[src/rtl/mul_div_pkg.sv]
// mul_div_pkg: shared state encoding and widths for the multi-cycle multiplier and divider.
package mul_div_pkg;
    localparam int HILO_W = 32;
    localparam int ITER   = 32;
    localparam int CNT_W  = $clog2(ITER);
    typedef enum logic [1:0] {IDLE, LOAD, MULT, DONE} state_e;
endpackage

[src/rtl/booth_step.sv]
// booth_step: one radix-2 Booth recode/add step followed by the arithmetic right shift of {acc, q, q_m1}.
module booth_step
    import mul_div_pkg::*;
#(
    parameter int WIDTH = HILO_W
) (
    input  logic [WIDTH:0]   acc_i,
    input  logic [WIDTH-1:0] q_i,
    input  logic             q_m1_i,
    input  logic [WIDTH:0]   m_i,
    output logic [WIDTH:0]   acc_o,
    output logic [WIDTH-1:0] q_o,
    output logic             q_m1_o
);
    logic [WIDTH:0] sum;
    always_comb begin
        sum = ({q_i[0], q_m1_i} == 2'b01) ? acc_i + m_i :
              ({q_i[0], q_m1_i} == 2'b10) ? acc_i - m_i : acc_i;
        {acc_o, q_o, q_m1_o} = {sum[WIDTH], sum, q_i};
    end
endmodule

[src/rtl/booth_mult.sv]
// booth_mult: multi-cycle signed WIDTHxWIDTH Booth multiplier writing the 2*WIDTH product into HI/LO.
module booth_mult
    import mul_div_pkg::*;
#(
    parameter int WIDTH = HILO_W
) (
    input  logic             clk,
    input  logic             reset,
    input  logic             start,
    input  logic [WIDTH-1:0] A,
    input  logic [WIDTH-1:0] B,
    output logic [WIDTH-1:0] HI,
    output logic [WIDTH-1:0] LO,
    output logic             done,
    output logic             busy
);
    state_e             state_q;
    logic [WIDTH:0]     acc_q, acc_d, m_q;
    logic [WIDTH-1:0]   q_q, q_d, hi_q, lo_q;
    logic               qm1_q, qm1_d, done_q;
    logic [CNT_W-1:0]   cnt_q;

    booth_step #(.WIDTH(WIDTH)) u_step (
        .acc_i (acc_q),
        .q_i   (q_q),
        .q_m1_i(qm1_q),
        .m_i   (m_q),
        .acc_o (acc_d),
        .q_o   (q_d),
        .q_m1_o(qm1_d)
    );

    always_ff @(posedge clk or posedge reset) begin
        if (reset) begin
            state_q <= IDLE;
            acc_q   <= '0;
            m_q     <= '0;
            q_q     <= '0;
            qm1_q   <= 1'b0;
            cnt_q   <= '0;
            hi_q    <= '0;
            lo_q    <= '0;
            done_q  <= 1'b0;
        end else begin
            case (state_q)
                IDLE: begin
                    done_q <= 1'b0;
                    if (start) state_q <= LOAD;
                end
                LOAD: begin
                    m_q     <= {A[WIDTH-1], A};
                    acc_q   <= '0;
                    q_q     <= B;
                    qm1_q   <= 1'b0;
                    cnt_q   <= '0;
                    state_q <= MULT;
                end
                MULT: begin
                    acc_q <= acc_d;
                    q_q   <= q_d;
                    qm1_q <= qm1_d;
                    cnt_q <= cnt_q + 1'b1;
                    if (cnt_q == CNT_W'(ITER - 1)) state_q <= DONE;
                end
                DONE: begin
                    // acc_q[WIDTH] is only sign extension once all steps are done
                    hi_q    <= acc_q[WIDTH-1:0];
                    lo_q    <= q_q;
                    done_q  <= 1'b1;
                    state_q <= IDLE;
                end
                default: state_q <= IDLE;
            endcase
        end
    end

    assign HI   = hi_q;
    assign LO   = lo_q;
    assign done = done_q;
    assign busy = (state_q != IDLE);
endmodule

[config.mk]
export PLATFORM = sky130hd
export DESIGN_NAME = booth_mult
export DESIGN_NICKNAME = d
export VERILOG_FILES = /design/src/rtl/mul_div_pkg.sv /design/src/rtl/booth_step.sv /design/src/rtl/booth_mult.sv
export SDC_FILE = /design/constraint.sdc
export NUM_CORES = 1
export LEC_CHECK = 0
export ABC_AREA = 1
export CAP_MARGIN = 40
export CORE_MARGIN = 8
export CORE_UTILIZATION = 40
export CTS_CLUSTER_DIAMETER = 50
export DETAILED_ROUTE_END_ITERATION = 8
export GPL_ROUTABILITY_DRIVEN = 1
export SYNTH_ARGS = -nofsm -noshare
export SYNTH_HDL_FRONTEND = slang
export SYNTH_SLANG_ARGS = --single-unit
[constraint.sdc]
create_clock -name clk -period 16.8 [get_ports clk]
set_input_delay 2.52 -clock clk [delete_from_list [all_inputs] [get_ports clk]]
set_output_delay 2.52 -clock clk [all_outputs]
set_load 0.02 [all_outputs]
==> results.json <==
{
  "period_minus_slack_ns": 4.39,
  "yosysTopAreaCell": "dfrtp_1",
  "dp_hpwl_mm": 30.6,
  "synth-simple-area-share": 0.361,
  "max-cap-violations": 0,
  "cp_max_fo": 4,
  "rsz0062_at_grt": "no",
  "viasPerCell": 4.93,
  "fin_crit_sh": 0.261,
  "fin_nets": 2135,
  "met2_length_mm": 17.9,
  "yosys.area.top_type_share": 0.335,
  "synth.area.top_cells": "dfrtp_1 34%, nand2_1 22%, inv_1 8.3%",
  "slew_violations": 0,
  "netlist_area_mm2": 0.0126,
  "p_per_area_mw_per_mm2": 218,
  "worstSkewPairLatency_ns": 0.46,
  "ctsHoldBuffers": 0,
  "cp-start-kind": "flip-flop",
  "wl_met3_mm": 2.74,
  "synthXorXnorAreaFrac": 0.00972,
  "first_global_vias": 11900,
  "postCtsResizedCells": 0,
  "ys_ff_latch": 169,
  "synthCells": 1907,
  "io_buffers": 132,
  "muxShareOfSynthArea": 0.000893,
  "place.gp.congestion": 0.923,
  "antenna_found_initial": 1,
  "cts_made_buffers": 17,
  "slew_headroom": 0.512,
  "reg2reg_slack_ns": 14.26,
  "fp.dieH_um": 194,
  "synthAdderAreaFrac": 0.0756,
  "num_vias": 11900,
  "dieArea_mm2": 0.0375,
  "cp-end-kind": "primary output",
  "grt_pass1_wl_mm": 65.1,
  "cts_root_buf": "clkbuf_16",
  "final_common_cell": "nand2_1",
  "wl_per_cell_um": 16.8,
  "fmax_mhz": 228,
  "finalCoreUtilization": 0.470,
  "first_iter_violations": 944,
  "grt_max_degree": 67,
  "stdcell_count": 2407,
  "syn-num-nets": 2049,
  "final-hold-violation-count": 0,
  "drtAntennaViolNets": 0,
  "postSynthAreaPerCell_um2": 6.62,
  "syn_to_final_growth_pct": 16.5,
  "final.setup.tns_ns": 0,
  "rr_endpoint": "acc_q[19]",
  "coreArea_mm2": 0.0313,
  "clk_pin_slew_worst_paths_ns": 0.07,
  "dieWidth_um": 194,
  "synth_compound_area_frac": 0.0878,
  "ctsHtreeMaxLevel": 4,
  "critPathRequiredTime_ns": 14.28,
  "start_util": 0.403,
  "worstSetupPathType": "flip-flop to primary output",
  "wl_met1_mm": 18.8,
  "dr.pass1.iters": 8,
  "worstSetupStartpoint": "state_q[0]",
  "register_area_mm2": 0.00423,
  "reg2reg_depth": 17,
  "ys_types": 41,
  "endpoint": "busy",
  "gr-total-overflow": 0,
  "p_leak_nw": 7.97,
  "track_usage": 0.218,
  "wirelength_mm": 40.5,
  "worstPathArrival_ns": 1.87,
  "dr.max_layer_used": "met5",
  "drive_gt1_frac": 0.0838,
  "final_cell_mix": "752 x nand2_1, 277 x inv_1, 169 x dfrtp_1, 132 x clkdlybuf4s50_1, 125 x nand3_1",
  "fin_skew_ns": 0.0172,
  "rows": 65,
  "finalSetupViolations": 0,
  "cts_tree": "yes",
  "dp.cells": 2376,
  "worst_slew_pin_slew_ns": 0.731,
  "route.detailed.drc": 0,
  "timing.rr.start": "acc_q[0]",
  "yosys_warnings": 0,
  "hold_class": "flip-flop to flip-flop",
  "multi_input_area_mm2": 0.00677,
  "cts_setup_buffers": 0,
  "diodes": 0,
  "ioPinCount": 133,
  "clk_path_buf_depth": 2,
  "cts.sinks": 169,
  "nFillCells": 3248,
  "synth_top_family_by_area": "simple AND/OR/NAND/NOR gates",
  "peakVddDrop_uv": 152,
  "status": "finished, final reports clean",
  "yosysSeqAreaShare": 0.335
}
[cell families (layout without fill, tap and decap cells)]
logic type | Yosys count | in the layout
buffers and inverters | 383 | 481
XOR/XNOR | 14 | 14
AO/OA/AOI/OAI | 204 | 204
flip-flops | 169 | 169
AND/OR/NAND/NOR | 1061 | 1061
multiplexers | 1 | 1
adder cells (fa/ha/maj) | 75 | 75
[cells in the mapped netlist]
library cell,instances
a21o_1,1
a21oi_1,76
a21oi_2,9
a22o_1,2
and2_1,1
buf_1,3
buf_2,8
buf_4,7
buf_6,21
clkbuf_1,39
clkbuf_2,1
clkinv_1,4
dfrtp_1,169
fa_1,2
ha_1,73
inv_1,279
inv_2,21
mux2_2,1
nand2_1,752
nand2_2,33
nand2_4,6
nand3_1,125
nand3_2,8
nand3b_1,1
nand3b_2,1
nand3b_4,2
nand4_1,6
nor2_1,86
nor2_2,16
nor2_4,7
nor3_1,7
nor3_2,7
nor3_4,3
o211ai_1,6
o21ai_0,88
o21ai_1,11
o21ai_2,1
o21bai_1,5
o21bai_2,1
o22ai_1,4
xor2_1,14
[registers in the layout (all words and copies together) (netlist names)]
signal   count
done         1
LO          32
q_q         32
state_q      2
qm1_q        1
cnt_q        5
acc_q       32
HI          32
m_q         32
[final cells by class]
| cell class | count | share of cell area |
|---|---|---|
| clock buffers | 17 | 0.0289 |
| clock inverters | 14 | 0.00919 |
| inverters | 304 | 0.0780 |
| multi-input cells | 1355 | 0.460 |
| flip-flops and latches | 169 | 0.288 |
| well taps | 402 | 0.0342 |
| repair buffers | 146 | 0.102 |
[layer usage]
layer | GRT usage | up-vias
li1 | - | 5999
met1 | 0.286 | 5506
met2 | 0.345 | 307
met3 | 0.0529 | 48
met4 | 0.0764 | 2
met5 | 0 | -
[report_power, final]
group	internal [mW]	leakage (nW)	switching (mW)
registers	0.592	2.19	0.136
clock network	0.196	0.269	0.197
logic	0.665	5.51	1.41
total	1.45	7.97	1.74
[critical path, stage by stage (launching register included)]
cell and delay [ns]:
dfrtp_1 0.38, inv_1 0.10, ha_1 0.20, inv_1 0.07, clkdlybuf4s50_1 0.66
[worst min path at each step]
stage | end | slack, ns | cells past startpoint | startpoint
4_1_cts | LO[6] | 0.48 | 2 | LO[6]
2_1_floorplan | cnt_q[0] | 0.47 | 1 | cnt_q[0]
3_5_place_dp | LO[6] | 0.46 | 2 | LO[6]
5_1_grt | HI[28] | 0.50 | 2 | HI[28]
3_3_place_gp | HI[20] | 0.45 | 2 | HI[20]
6_report | LO[6] | 0.47 | 2 | LO[6]
[per-stage QoR]
| stage | setup slack (ns) | hold slack, ns | instance area (um^2) | total power [mW] |
|---|---|---|---|---|
| after CTS | 12.38 | 0.476 | 14700 | 3.21 |
| final | 12.41 | 0.471 | 14700 | 3.20 |
| after detailed placement | 12.32 | 0.457 | 14100 | 2.80 |
| after global routing | 12.31 | 0.495 | 14700 | 3.49 |
| after global placement | 11.96 | 0.453 | 14000 | 2.76 |
| after floorplan | 9.70 | 0.471 | 12600 | 2.22 |
Note: power is estimated with default switching activity, not from simulation.
